==> src/rtl/ads1256_scanner.sv <==
// ads1256_scanner: round-robin single-ended scanner for an ADS1256 over SPI mode 1,
// one WREG MUX / SYNC / WAKEUP / RDATA / 24-bit read per conversion, one-deep output register.
module ads1256_scanner #(
    parameter int NUM_CH    = 8,
    parameter int CLK_DIV   = 32,
    parameter int T6_CYCLES = 700
) (
    input  logic              clock_i,
    input  logic              reset_L_i,
    input  logic              enable_i,
    input  logic [NUM_CH-1:0] ch_mask_i,
    output logic [23:0]       sample_o,
    output logic [2:0]        sample_ch_o,
    output logic              sample_valid_o,
    input  logic              sample_ready_i,
    output logic              overrun_o,
    input  logic              clear_overrun_i,
    output logic              busy_o,
    input  logic              ADS1256_DRDY,
    input  logic              ADS1256_DOUT,
    output logic              ADS1256_SCLK,
    output logic              ADS1256_DIN,
    output logic              ADS1256_CS
);
    localparam logic [3:0] IDLE = 4'd0, PICK = 4'd1, WAIT_DRDY1 = 4'd2, SEND_CFG = 4'd3,
                           WAIT_DRDY2 = 4'd4, SEND_RDATA = 4'd5, T6_WAIT = 4'd6,
                           READ = 4'd7, DELIVER = 4'd8;
    localparam int DW = $clog2(CLK_DIV);
    localparam int WW = $clog2(T6_CYCLES + 2 * CLK_DIV + 1);

    logic [3:0]    state;
    logic [1:0]    drdy_sync;
    logic [DW-1:0] div_cnt;
    logic [WW-1:0] wait_cnt;
    logic [5:0]    bits_left;
    logic [39:0]   tx;
    logic [23:0]   rx;
    logic [2:0]    ch, nxt_ch;
    logic          seen_high, shifting, tick, shift_done, drdy;

    assign drdy       = drdy_sync[1];
    assign shifting   = state == SEND_CFG || state == SEND_RDATA || state == READ;
    assign tick       = div_cnt == DW'(CLK_DIV - 1);
    assign shift_done = tick && !ADS1256_SCLK && bits_left == 6'd0;
    assign busy_o     = state != IDLE;

    // Lowest set channel overall, overridden by the lowest set channel above the current one.
    always_comb begin
        nxt_ch = '0;
        for (int i = NUM_CH - 1; i >= 0; i--) if (ch_mask_i[i]) nxt_ch = 3'(i);
        for (int i = NUM_CH - 1; i >= 0; i--) if (ch_mask_i[i] && 3'(i) > ch) nxt_ch = 3'(i);
    end

    always_ff @(posedge clock_i or negedge reset_L_i) begin
        if (!reset_L_i) begin
            state          <= IDLE;
            drdy_sync      <= 2'b11;
            div_cnt        <= '0;
            wait_cnt       <= '0;
            bits_left      <= '0;
            tx             <= '0;
            rx             <= '0;
            ch             <= 3'(NUM_CH - 1);
            seen_high      <= 1'b0;
            ADS1256_SCLK   <= 1'b0;
            ADS1256_DIN    <= 1'b0;
            ADS1256_CS     <= 1'b1;
            sample_o       <= '0;
            sample_ch_o    <= '0;
            sample_valid_o <= 1'b0;
            overrun_o      <= 1'b0;
        end else begin
            drdy_sync <= {drdy_sync[0], ADS1256_DRDY};
            div_cnt   <= shifting && !tick ? div_cnt + 1'b1 : '0;
            if (sample_valid_o && sample_ready_i) sample_valid_o <= 1'b0;
            if (clear_overrun_i) overrun_o <= 1'b0;
            // Each bit: CLK_DIV low, then rise with new DIN, CLK_DIV high, fall captures DOUT.
            if (shifting && tick) begin
                if (ADS1256_SCLK) begin
                    ADS1256_SCLK <= 1'b0;
                    rx           <= {rx[22:0], ADS1256_DOUT};
                    bits_left    <= bits_left - 1'b1;
                end else if (bits_left != 6'd0) begin
                    ADS1256_SCLK <= 1'b1;
                    ADS1256_DIN  <= tx[39];
                    tx           <= {tx[38:0], 1'b0};
                end
            end
            case (state)
                IDLE: if (enable_i && |ch_mask_i) state <= PICK;
                PICK: begin
                    ch    <= |ch_mask_i ? nxt_ch : ch;
                    state <= |ch_mask_i ? WAIT_DRDY1 : IDLE;
                end
                WAIT_DRDY1: if (!drdy) begin
                    ADS1256_CS <= 1'b0;
                    tx         <= {8'h51, 8'h00, 1'b0, ch, 4'h8, 8'hFC, 8'h00};
                    bits_left  <= 6'd40;
                    state      <= SEND_CFG;
                end
                SEND_CFG: if (shift_done) begin
                    ADS1256_CS <= 1'b1;
                    wait_cnt   <= WW'(2 * CLK_DIV - 1);
                    seen_high  <= 1'b0;
                    state      <= WAIT_DRDY2;
                end
                WAIT_DRDY2: begin
                    if (wait_cnt != '0) wait_cnt <= wait_cnt - 1'b1;
                    if (drdy) seen_high <= 1'b1;
                    if (wait_cnt == '0 && seen_high && !drdy) begin
                        ADS1256_CS <= 1'b0;
                        tx         <= {8'h01, 32'h0};
                        bits_left  <= 6'd8;
                        state      <= SEND_RDATA;
                    end
                end
                SEND_RDATA: if (shift_done) begin
                    wait_cnt <= WW'(T6_CYCLES - 1);
                    state    <= T6_WAIT;
                end
                T6_WAIT: if (wait_cnt == '0) begin
                    ADS1256_DIN <= 1'b0;
                    tx          <= '0;
                    bits_left   <= 6'd24;
                    state       <= READ;
                end else wait_cnt <= wait_cnt - 1'b1;
                READ: if (shift_done) begin
                    ADS1256_CS <= 1'b1;
                    state      <= DELIVER;
                end
                DELIVER: begin
                    if (!sample_valid_o || sample_ready_i) begin
                        sample_o       <= rx;
                        sample_ch_o    <= ch;
                        sample_valid_o <= 1'b1;
                    end else overrun_o <= 1'b1;
                    state <= enable_i ? PICK : IDLE;
                end
                default: state <= IDLE;
            endcase
        end
    end
endmodule

==> config.mk <==
export PLATFORM = sky130hd
export DESIGN_NAME = ads1256_scanner
export DESIGN_NICKNAME = d
export VERILOG_FILES = /design/src/rtl/ads1256_scanner.sv
export SDC_FILE = /design/constraint.sdc
export NUM_CORES = 1
export LEC_CHECK = 0
export CORE_MARGIN = 1
export CORE_UTILIZATION = 50
export DETAILED_ROUTE_END_ITERATION = 8
export PLACE_DENSITY = 0.7
export SLEW_MARGIN = 20
export SYNTH_ARGS = -nofsm -noshare
export SYNTH_HDL_FRONTEND = slang
export SYNTH_SLANG_ARGS = --single-unit
==> constraint.sdc <==
create_clock -name clock_i -period 2.7 [get_ports clock_i]
set_input_delay 0.675 -clock clock_i [delete_from_list [all_inputs] [get_ports clock_i]]
set_output_delay 0.675 -clock clock_i [all_outputs]
set_load 0.01 [all_outputs]
# After elaboration in Yosys (flattened, before gate mapping)
# Index checks and enable logic that the tools add are counted.
# word_totals
wordCells	153
regBits	127
output_inout_bits	33
# classes
n_mux	65
n_lt_le_gt_ge	8
n_reduce_logical	41
add_sub_neg	3
n_eq_ne	20
# ops
operator	n
two-way mux 40 bit	6
case mux 40 bit (3 select lines)	1
two-way mux 3 bit	16
two-way mux 10 bit	4
case mux 10 bit (4 select lines)	1
case mux 4 bit (9 select lines)	1
two-way mux 6 bit	5
two-way mux 4 bit	7
inequality test 2 bit (second input constant)	10
two-way mux 1 bit	19
case mux 6 bit (3 select lines)	1
== test 4 x 3 -> 1 bit (second input constant)	4
logical AND 1 bit	16
> comparator 3 bit (first input constant)	4
zero test 10 bit	1
nonzero test 10 bit	1
subtractor 10 x 1 -> 10 bit (second input constant)	1
== test 4 x 2 -> 1 bit (second input constant)	2
nonzero test 4 bit	2
OR reduction 8 bit	1
AND reduction 7 bit	1
> comparator 1 x 3 -> 1 bit (first input constant)	2
> comparator 2 x 3 -> 1 bit (first input constant)	2
zero test 6 bit	1
21 further kinds	28

# Longest topological paths before layout
# Gate-level depths: netlist of run 1.
# logic_depth
depth_word	16
depth_mapped	9
depth_no_buf	8

# Worst setup path after synthesis of run 1
# No wires, ideal clock.
# synth_timing
path_type	reg-to-reg
from	register div_cnt[0]
to	register rx[0]
arrival_ns	1.849
path_buffers	2
stages_incl_launch_ff	8
t_required_ns	2.575
period_less_slack_ns	1.973
setup_ns	0.125
setup_slack_ns	0.727
path_cell_list	dfrtp_1 > ha_1 > and3_1 > ha_1 > nand4b_1 > buf_2 > buf_2 > mux2_2
# synth_between
elab_chain_cells	3
# synth_rtl
element	line	text
start, declared	33	logic [DW-1:0] div_cnt;
start signal, assigned	74	div_cnt <= shifting && !tick ? div_cnt + 1'b1 : '0;
== test 5 bit	43	assign tick = div_cnt == DW'(CLK_DIV - 1);
logical AND 1 bit	78	if (shifting && tick) begin
AND reduction 2 bit (no line)	n/a	
end signal, assigned	81	rx <= {rx[22:0], ADS1256_DOUT};
end, declared	37	logic [23:0] rx;
# No other way between the ends.
# A chain may end at the register's enable or synchronous reset.

# Final worst setup path of run 1
# layout_timing
from	register state[3]
to	output port busy_o
# layout_between
elab_chain_cells	1
# layout_rtl
element	line	text
start, declared	31	logic [3:0] state;
start signal, assigned	93	state <= |ch_mask_i ? WAIT_DRDY1 : IDLE;
start signal, assigned	137	state <= enable_i ? PICK : IDLE;
nonzero test 4 bit	45	assign busy_o = state != IDLE;
end, declared	18	output logic busy_o,
# No other way between the ends.

==> results by group, run 1 <==
Global route
  • Initial antenna violation count: 0
  • Number of global-route vias before repair: ~4100
  • Global-route wire length before repair: 19300 um
  • GRT Total Usage: 21.5%
  • GR Overflow Total: 0
  • Largest net degree at the start of global routing: 61

Min path
  • Hold/Removal Path Class: input pin to asynchronous set/reset pin

Timing
  • Final setup TNS: 0 ps
  • Final hold viol count: 0
  • Slew Limit Fails: 0
  • Crit path time final: 2600 ps
  • Hold WS: 74.2 ps
  • Worst Tran Pin Value: 720 ps
  • Max frequency: 384 MHz
  • Clk_skew: 7.45 ps
  • Slew headroom: around half
  • Final setup fails: 0
  • Unrepaired setup endpoints after global routing: no
  • Fin crit share: 96.4%

Worst setup path
  • Crit Path Category: register to primary output
  • CP Data Arrival Time: 1930 ps
  • Worst path required time: around 2000 ps
  • Critical Path Fanout Max: 10
  • Startpoint Class: register
  • Crit. End Element: primary output
  • R2r setup slk: 460 ps

Clock tree
  • CTS Buffer Depth: 2
  • Clock latency on the worst-skew pair: 520 ps
  • Worst-path clk slew: 60 ps
  • CTS tree: yes
  • H-tree Lvls: 4
  • Root Driver: clkbuf_8
  • CTS Sinks: 127
  • CTS Buf Count: 17

Synth
  • Async set-reset flop share out of synthesis: 100%
  • Cells after synthesis: ~520
  • Leading area contributor after synthesis: dfrtp_1
  • Post-synthesis sequential area ratio: 56.7%
  • Synthesized cell area: ~0.0056 mm2
  • Synth Net Count: 545
  • Most common cell in the synthesized netlist: dfrtp_1
  • Primary FF master, synth: dfrtp_1
  • Commonest cells in the netlist: 121 x dfrtp_1, 98 x nand2_1, 49 x mux2_2
  • Number of synthesized flops with an enable pin: 0
  • FF+latch count, synth: 127
  • Synth Warn #: 0
  • Share of Yosys cell area claimed by the top area cell type: 53.9%
  • Area contributors post-synth: dfrtp_1 54%, mux2_2 9.8%, nand2_1 6.5%, a21oi_1 3.7%, dfstp_2 2.8%
  • Post-synth cell types: 51
  • Syn Area/Cell: between 10 and 15 um2

Routing
  • DR iter-0 viols: 328
  • Vias per inst: about 5.6
  • Routed Antenna Nets: 0
  • Drt pass-1 iters: 6
  • Final wirelength: 11500 um
  • Via count: 4089
  • Drt wl/cell: 15.7 um
  • Remaining DRCs: 0

Power
  • Switching share of power: between 10% and 20%
  • Leakage power figure: 3.25 nW
  • Power per Cell Area: ~640 mW/mm2
  • Psw: slightly below 0.9 mW
  • Max IR drop VDD: 469 uV
  • Comb pwr share: 1.9%
  • Clk network pwr share: ~55%
  • Power, Total: 4.42 mW
  • Int Power: roughly 3.6 mW
  • Sequential Power Share: 43.2%

Finish
  • Finished Core Util: 63.5%
  • Nets: 599
  • Layout cells sized above 1: a little under a fifth
  • Antenna cells: 0
  • Finished Cell Area: 0.00691 mm2
  • Fillers: between 800 and 900
  • Layout area overhead: 23.0%

Floorplan
  • Die area: 0.0117 mm2
  • FP Rows: 38
  • Chip Height: about 110 um
  • Die Wd: 108 um
  • Initial core utilization: 51.6%
  • Boundary pin count: between 40 and 50
  • CORE AREA: 0.0109 mm2

Placement
  • Port buffer count: 47
  • Post-DP HPWL: 7450 um
  • Gpl congestion: 0.974
  • Placed inst area: about 0.0063 mm2

Run status
  • Status: finished, final reports clean

Run
  • Max-cap violations: 0
-- cell type report --
type / instances / area [um2] / area share (%)
inverter: 12 / 45.0 / 0.651
sequential: 127 / 3190 / 46.1
multi-input combinational: 358 / 2250 / 32.6
tap: 140 / 175 / 2.53
clock inverter: 9 / 154 / 2.23
clock buffer: 22 / 483 / 6.99
timing repair buffer: 62 / 618 / 8.94
-- flip-flops by register name, summed over array words and instances, names as in the netlist, 4 cells and up --
register and count:
tx 40, rx 24, sample_o 24, wait_cnt 10
bits_left 6, div_cnt 5, state 4
-- routing by layer --
layer  routed length (um)  track usage [%]  vias to the layer above
met5                    0                0                        -
met4                  156             7.73                        0
met3                  523             6.69                       21
met2                 5710             36.9                       93
met1                 5060             25.4                     2046
li1                     -                -                     1929
-- cells by family after synthesis --
family | count (synthesis) | share of synthesized area [%]
adders and majority gates | 6 | 1.34
and+or+nand+nor | 183 | 15.1
DFF | 127 | 56.7
AOI/OAI and AO/OA | 105 | 11.2
muxes | 56 | 11.1
xor gates and xnor gates | 8 | 1.25
buffers and inverters | 39 | 3.38
-- power by group through the flow --
| stage | clock, mW | combinational [mW] | sequential [mW] |
|---|---|---|---|
| 6_report | 2.43 | 0.0856 | 1.91 |
| 5_1_grt | 2.55 | 0.0972 | 1.91 |
| 4_1_cts | 2.47 | 0.0882 | 1.91 |
| 3_5_place_dp | 0 | 0.0875 | 1.94 |
| 3_3_place_gp | 0 | 0.0852 | 1.94 |
| 2_1_floorplan | 0 | 0.0139 | 1.94 |
-- stage by stage --
stage                     instances  worst slack (ps)
after floorplan                 524               727
after global placement          699               241
after detailed placement        699               188
after CTS                       730              35.1
after global routing            730              51.9
final                           730              97.1
-- placed cells by master, fill, tap and decap left out, types with 3 or more instances in the layout --
| master | Yosys | routed |
|---|---|---|
| nand2b_1 | 10 | 10 |
| a21o_1 | 5 | 5 |
| clkbuf_16 | 0 | 16 |
| buf_12 | 0 | 3 |
| clkdlybuf4s50_1 | 0 | 46 |
| buf_4 | 1 | 13 |
| mux2i_1 | 7 | 7 |
| o21ai_1 | 6 | 6 |
| nor2b_1 | 6 | 6 |
| xor2_1 | 3 | 3 |
| nand2_1 | 98 | 98 |
| nor3_1 | 6 | 6 |
| dfrtp_1 | 121 | 121 |
| nor4_1 | 5 | 5 |
| or4_1 | 3 | 3 |
| nor2_1 | 29 | 28 |
| o22ai_1 | 4 | 4 |
| o31ai_1 | 5 | 5 |
| ha_1 | 6 | 6 |
| inv_1 | 12 | 12 |
| mux2_2 | 49 | 49 |
| o21ai_0 | 14 | 14 |
| bufinv_16 | 0 | 4 |
| a31oi_1 | 13 | 13 |
| a21oi_1 | 42 | 42 |
| nand3_1 | 9 | 9 |
| xnor2_1 | 5 | 5 |
| clkbuf_8 | 0 | 6 |
| and3_1 | 4 | 4 |
| dfstp_2 | 6 | 6 |
| a21boi_0 | 5 | 5 |
-- critical path, cell delays in order (launching register included) --
cell and delay (ps):
dfrtp_1 510, nor2_2 240, nand2_1 130, clkdlybuf4s50_1 540
-- worst paths after layout --
kind / from / end / cells past startpoint
min reg2reg: drdy_sync[0] / drdy_sync[1] / 0
min: reset_L_i / sample_o[23] / 1
min in group clock_i: drdy_sync[0] / drdy_sync[1] / 0
max reg2reg: div_cnt[0] / wait_cnt[2] / 9
max in group asynchronous: reset_L_i / ADS1256_CS / 2
max: state[3] / busy_o / 3
-- repair_timing --
item | 4_1_cts | 5_1_grt
buffers inserted | 0 | 0
resized for setup | 0 | 1
hold buffers | 0 | 0
endpoints found under the setup margin | 0 | 1
(Power assumes the default switching activity.)
==> run 2: changes to the inputs <==
--- a/config.mk
+++ b/config.mk
@@ -6,10 +6,10 @@
 export NUM_CORES = 1
 export LEC_CHECK = 0
 export CORE_MARGIN = 1
-export CORE_UTILIZATION = 50
+export CORE_UTILIZATION = 52
+export CTS_CLUSTER_DIAMETER = 150
 export DETAILED_ROUTE_END_ITERATION = 8
-export PLACE_DENSITY = 0.7
-export SLEW_MARGIN = 20
+export PLACE_DENSITY = 0.73
 export SYNTH_ARGS = -nofsm -noshare
 export SYNTH_HDL_FRONTEND = slang
 export SYNTH_SLANG_ARGS = --single-unit
==> results by group, run 2 (synthesized netlist as in run 1, its figures left out) <==
Run status
  • Status: finished, final reports clean

Worst setup path
  • Crit. End Element: primary output
  • Crit Path Category: register to primary output
  • Buf/Inv on CP: 1 (unchanged)
  • Critical Path Fanout Max: 10 (unchanged)
  • Worst path required time: 2030 ps (about the same)
  • Worst path depth: 3 (unchanged)
  • Worst R2R Path Depth: 8 (-1)
  • Slowest Stage Delay on Critical Path: 500 ps (-40 ps)
  • Startpoint Class: register
  • CP max stage cell: dfrtp_1
  • CP Data Arrival Time: 1910 ps (-20 ps)
  • Crit-path cells: nor2_1, nand2_1, clkdlybuf4s50_1
  • Top delay family on crit path: flip-flops

Placement
  • Gpl congestion: 0.843 (-14%)
  • Post-DP HPWL: 7070 um (-5.2%)
  • Dpl cells: 689 (-1.4%)
  • Port buffer count: 47 (unchanged)

Global route
  • Initial antenna violation count: 0 (unchanged)
  • Largest net degree at the start of global routing: 82 (+34%)
  • Number of global-route vias before repair: 4029 (-1.6%)
  • GRT Total Usage: 22.4% (+0.90 points)
  • Global-route wire length before repair: 19500 um (+1.2%)
  • GR Overflow Total: 0 (unchanged)

Clock tree
  • CTS Buffer Depth: 2 (unchanged)
  • CTS tree: yes
  • Post-CTS Resized: 0 (unchanged)
  • CTS Sinks: 127 (unchanged)
  • Post-CTS Hold Fix Bufs: 0 (unchanged)
  • CTS Buf Count: 17 (unchanged)
  • Clock latency on the worst-skew pair: 530 ps (about the same)
  • Worst-path clk slew: 60 ps (about the same)
  • Post-CTS setup buffers: 0 (unchanged)
  • H-tree Lvls: 4 (unchanged)
  • Root Driver: clkbuf_8

Finish
  • Top flop regs: tx: 40 flops, rx: 24 flops, sample_o: 24 flops
  • Nets: 593 (-1.0%)
  • Commonest non-fill, non-tap cell in the layout: dfrtp_1
  • Most flops, register: tx
  • Layout cells sized above 1: 17.6% (-1.0 points)
  • Largest register FFs: 40 (unchanged)
  • Antenna cells: 0 (unchanged)
  • Post-route insts no fill: 721 (-1.2%)
  • Most frequent cells in the layout: 120 x dfrtp_1, 98 x nand2_1, 49 x mux2_2, 46 x clkdlybuf4s50_1, 42 x a21oi_1
  • Layout area overhead: 20.8%

Floorplan
  • FP Rows: 37 (-2.6%)
  • CORE AREA: 0.0104 mm2 (-4.3%)
  • Chip Height: 106 um (-1.9%)
  • Die area: 0.0112 mm2 (-3.8%)
  • Die Wd: 106 um (-1.9%)
  • Initial core utilization: 53.9% (+2.3 points)
  • Boundary pin count: 48 (unchanged)

Timing
  • Crit path time final: 2580 ps (-18.8 ps)
  • Final hold viol count: 0 (unchanged)
  • Max frequency: 387 MHz (+0.73%)
  • Fin crit share: 95.7% (-0.70 points)
  • Hold WS: 169 ps (+95.2 ps)
  • Slew Limit Fails: 0 (unchanged)
  • Final setup fails: 0 (unchanged)
  • Slew headroom: 57.4% (+5.6 points)
  • Clk_skew: 7.59 ps (+0.141 ps)
  • Final setup TNS: 0 ps (unchanged)
  • Unrepaired setup endpoints after global routing: no
  • Worst Tran Pin Value: 636 ps (-83.7 ps)

Routing
  • Vias per inst: 5.58 (-0.36%)
  • Via count: 4024 (-1.6%)
  • Drt pass-1 iters: 5 (-1)
  • Wire length on met3: 659 um (+26%)
  • Final wirelength: 11100 um (-3.5%)
  • Drt wl/cell: 15.3 um (-2.3%)
  • Wl on met1: 4990 um (-1.3%)
  • Met2 routed WL: 5240 um (-8.3%)
  • Remaining DRCs: 0 (unchanged)
  • Routed Antenna Nets: 0 (unchanged)
  • Max layer used: met4
  • DR iter-0 viols: 260 (-21%)

Min path
  • Hold/Removal Path Class: input pin to asynchronous set/reset pin

Power
  • Power per Cell Area: 613 mW/mm2 (-4.1%)
  • Max IR drop VDD: 448 uV (-4.5%)
  • Leakage power figure: 3.18 nW (-2.2%)
  • Power, Total: 4.16 mW (-5.9%)

Run
  • Max-cap violations: 0 (unchanged)
[run 2: per-stage QoR]
stage | utilization (%) | setup slack (ps) | instance area (um2)
6_report | 65.2 | 116 | 6790
5_1_grt | 65.2 | 11.9 | 6790
4_1_cts | 65.2 | 66.1 | 6790
3_5_place_dp | 59.8 | 162 | 6220
3_3_place_gp | 59.8 | 229 | 6220
2_1_floorplan | - | 727 | 5620
[run 2: routing by layer]
| metal | track usage [%] | vias up |
|---|---|---|
| met2 | 34.4 | 98 |
| met1 | 28.9 | 2001 |
| li1 | - | 1911 |
| met4 | 9.72 | 0 |
| met3 | 7.91 | 14 |
| met5 | 0 | - |
[run 2: path summary, 6_finish.rpt]
check                              from  slack, ps           end
setup / recovery               state[3]        120        busy_o
hold / removal                reset_L_i        170      state[3]
setup reg to reg             div_cnt[0]        530   wait_cnt[9]
hold reg to reg            drdy_sync[0]        360  drdy_sync[1]
max in group asynchronous     reset_L_i       2060        tx[19]
min in group clock_i       drdy_sync[0]        360  drdy_sync[1]
[run 2: layout make-up]
| type | count | area, um2 |
|---|---|---|
| clock inverter | 13 | 140 |
| inverter | 12 | 45.0 |
| multi-input combinational | 358 | 2250 |
| timing repair buffer | 56 | 573 |
| tap | 136 | 170 |
| sequential | 127 | 3190 |
| clock buffer | 19 | 422 |
| fill | 802 | 3630 |
[run 2: where the power goes]
group	total [mW]	internal [mW]	switching, mW
Clock	2.17	1.31	0.857
Combinational	0.0817	0.0296	0.0521
Sequential	1.91	1.91	0.00184
Total	4.16	3.25	0.910
==> run 3: changes to the inputs <==
--- a/config.mk
+++ b/config.mk
@@ -5,10 +5,12 @@
 export SDC_FILE = /design/constraint.sdc
 export NUM_CORES = 1
 export LEC_CHECK = 0
+export ABC_AREA = 1
 export CORE_MARGIN = 1
 export CORE_UTILIZATION = 52
 export CTS_CLUSTER_DIAMETER = 150
 export DETAILED_ROUTE_END_ITERATION = 8
+export MAX_ROUTING_LAYER = met4
 export PLACE_DENSITY = 0.73
 export SYNTH_ARGS = -nofsm -noshare
 export SYNTH_HDL_FRONTEND = slang
==> results by group, run 3 <==
Synth
  • Synthesized cell area: 0.00559 mm2 (-0.60%)
  • FF+latch count, synth: 127 (unchanged)
  • Number of synthesized flops with an enable pin: 0 (unchanged)
  • Post-synthesis sequential area ratio: 57.0% (+0.34 points)
  • Syn Area/Cell: 8.59 um2 (-20%)
  • Most common cell in the synthesized netlist: nand2_1
  • Async set-reset flop share out of synthesis: 100% (unchanged)
  • Share of Yosys cell area claimed by the top area cell type: 54.2% (+0.33 points)
  • Leading area contributor after synthesis: dfrtp_1
  • Commonest cells in the netlist: 180 x nand2_1, 121 x dfrtp_1, 79 x o21ai_0
  • Synth Warn #: 0 (unchanged)
  • Primary FF master, synth: dfrtp_1
  • Cells after synthesis: 650 (+24%)
  • Area contributors post-synth: dfrtp_1 54%, nand2_1 12%, o21ai_0 7.1%, inv_1 5.2%, a21oi_1 3.0%
  • Post-synth cell types: 35 (-31%)
  • Synth Net Count: 671 (+23%)

Finish
  • Antenna cells: 0 (unchanged)
  • Largest register FFs: 40 (unchanged)
  • Finished Cell Area: 0.00684 mm2 (+0.70%)
  • Top flop regs: tx: 40 flops, rx: 24 flops, sample_o: 24 flops
  • Nets: 723 (+22%)
  • Layout area overhead: 22.4%
  • Commonest non-fill, non-tap cell in the layout: nand2_1
  • Post-route insts no fill: 851 (+18%)
  • Fillers: 826 (+3.0%)
  • Layout cells sized above 1: 9.37% (-8.2 points)
  • Most flops, register: tx
  • Finished Core Util: 65.9% (+0.75 points)
  • Most frequent cells in the layout: 180 x nand2_1, 121 x dfrtp_1, 79 x o21ai_0, 77 x inv_1, 46 x clkdlybuf4s50_1

Clock tree
  • Worst-path clk slew: 60 ps (about the same)
  • Root Driver: clkbuf_8
  • CTS Buf Count: 17 (unchanged)
  • CTS Buffer Depth: 2 (unchanged)
  • CTS Sinks: 127 (unchanged)
  • CTS tree: yes
  • Post-CTS setup buffers: 0 (unchanged)
  • Clock latency on the worst-skew pair: 520 ps (about the same)
  • H-tree Lvls: 4 (unchanged)

Timing
  • Slew headroom: 57.9% (+0.51 points)
  • Slew Limit Fails: 0 (unchanged)
  • Final hold viol count: 0 (unchanged)
  • Final setup TNS: 0 ps (unchanged)
  • Clk_skew: 10.2 ps (+2.59 ps)
  • Max frequency: 395 MHz (+2.1%)
  • Crit path time final: 2530 ps (-52.7 ps)
  • Worst Tran Pin Value: 631 ps (-5.10 ps)
  • Fin crit share: 93.8% (-2.0 points)
  • Unrepaired setup endpoints after global routing: no
  • Final setup fails: 0 (unchanged)

Global route
  • GR Overflow Total: 0 (unchanged)
  • Global-route wire length before repair: 20300 um (+4.0%)
  • GRT Total Usage: 23.6% (+1.1 points)
  • Number of global-route vias before repair: 4435 (+10%)
  • Largest net degree at the start of global routing: 57 (-30%)
  • Initial antenna violation count: 0 (unchanged)

Worst setup path
  • Reg2reg end: wait_cnt[8]
  • Worst path depth: 5 (+2)
  • CP dominant cell by count: inv_1
  • Buf/Inv on CP: 3 (+2)
  • CP Data Arrival Time: 1860 ps (-50 ps)
  • Critical Path Fanout Max: 4 (-6)
  • Crit Path Category: register to primary output
  • CP max stage cell: clkdlybuf4s50_1
  • Startpoint Class: register
  • Crit-path cells: nor2_2, inv_1, nor2_1, inv_1, clkdlybuf4s50_1
  • Crit. End Element: primary output
  • R2r setup slk: 540 ps (about the same)
  • Top delay family on crit path: buffers and inverters
  • FF-to-FF Start: div_cnt[0]
  • Worst R2R Path Depth: 13 (+5)
  • Slowest Stage Delay on Critical Path: 470 ps (-30 ps)
  • Worst path required time: 2030 ps (about the same)

Floorplan
  • FP Rows: 37 (unchanged)
  • Boundary pin count: 48 (unchanged)
  • Chip Height: 106 um (-0.29%)
  • Initial core utilization: 53.9% (-0.085 points)
  • CORE AREA: 0.0104 mm2 (-0.44%)
  • Die Wd: 106 um (-0.29%)
  • Die area: 0.0112 mm2 (-0.58%)

Placement
  • Placed inst area: 0.00622 mm2 (-0.10%)
  • Gpl congestion: 0.908 (+7.8%)
  • Post-DP HPWL: 7390 um (+4.6%)
  • Port buffer count: 47 (unchanged)
  • Dpl cells: 819 (+19%)

Run status
  • Status: finished, final reports clean

Power
  • Max IR drop VDD: 431 uV (-3.8%)
  • Power per Cell Area: 881 mW/mm2 (+44%)
  • Leakage power figure: 3.14 nW (-1.1%)

Routing
  • Final wirelength: 11400 um (+3.0%)
  • Via count: 4430 (+10%)
  • Remaining DRCs: 0 (unchanged)
  • Drt wl/cell: 13.4 um (-13%)
  • Routed Antenna Nets: 0 (unchanged)
  • Vias per inst: 5.21 (-6.7%)
  • Drt pass-1 iters: 5 (unchanged)
  • DR iter-0 viols: 314 (+21%)

Min path
  • Hold/Removal Path Class: input pin to asynchronous set/reset pin

Run
  • Max-cap violations: 0 (unchanged)
run 3: logic make-up (layout without fill, tap and decap cells):
kind of cell | after synthesis | after routing | share of synthesized area (%)
mux | 1 | 1 | 0.202
fa+ha+maj | 6 | 6 | 1.34
buf+inv | 104 | 169 | 7.35
simple gates | 265 | 265 | 19.7
xor+xnor | 8 | 8 | 1.25
compound gates | 139 | 139 | 13.1
flops | 127 | 127 | 57.0
run 3: layout make-up:
cell class / instances / area (um2) / area share [%]
Tap cell: 136 / 170 / 2.49
Inverter: 82 / 308 / 4.50
Clock buffer: 19 / 422 / 6.17
Clock inverter: 13 / 193 / 2.82
Timing Repair Buffer: 55 / 566 / 8.27
Sequential cell: 127 / 3190 / 46.6
Multi-Input combinational cell: 419 / 1990 / 29.1
run 3: worst register-to-register path: stages (launching register included):
cell,delay (ps)
dfrtp_1,370
ha_1,180
nand2_1,70
nor2_1,90
ha_1,140
inv_1,80
nor3_2,300
inv_2,100
o21ai_2,70
nand3_2,210
nor2_4,210
nand3_1,100
nand2_1,90
nor2_1,40
run 3: through the flow:
step	hold slack (ps)	total power, mW	worst slack, ps
floorplan	345	3.28	885
global placement	348	3.63	505
detailed placement	350	3.69	436
CTS	109	6.04	94.5
global route	132	6.36	38.4
finish	103	6.02	169
run 3: repair_timing:
action	4_1_cts	5_1_grt
gates resized for setup	0	1
setup endpoints to repair	0	1
hold buffers	0	0
run 3: power by group:
group | total, mW | internal [mW] | switching, mW
Sequential | 2.35 | 2.19 | 0.164
Combinational | 1.33 | 0.466 | 0.866
Clock | 2.34 | 1.50 | 0.834
Total | 6.02 | 4.16 | 1.86
run 3: worst max-delay path by stage:
| stage | from | end | slack, ps |
|---|---|---|---|
| floorplan | div_cnt[0] | wait_cnt[4] | 880 |
| global placement | ch_mask_i[6] | state[1] | 510 |
| detailed placement | ch_mask_i[1] | ch[2] | 440 |
| CTS | state[2] | busy_o | 90 |
| global route | state[1] | busy_o | 40 |
| finish | state[3] | busy_o | 170 |
run 3: layer usage:
metal	wire [um]	track usage [%]
met1	5150	30.1
met2	5480	35.7
met3	556	5.88
met4	197	10.6
met5	0	-
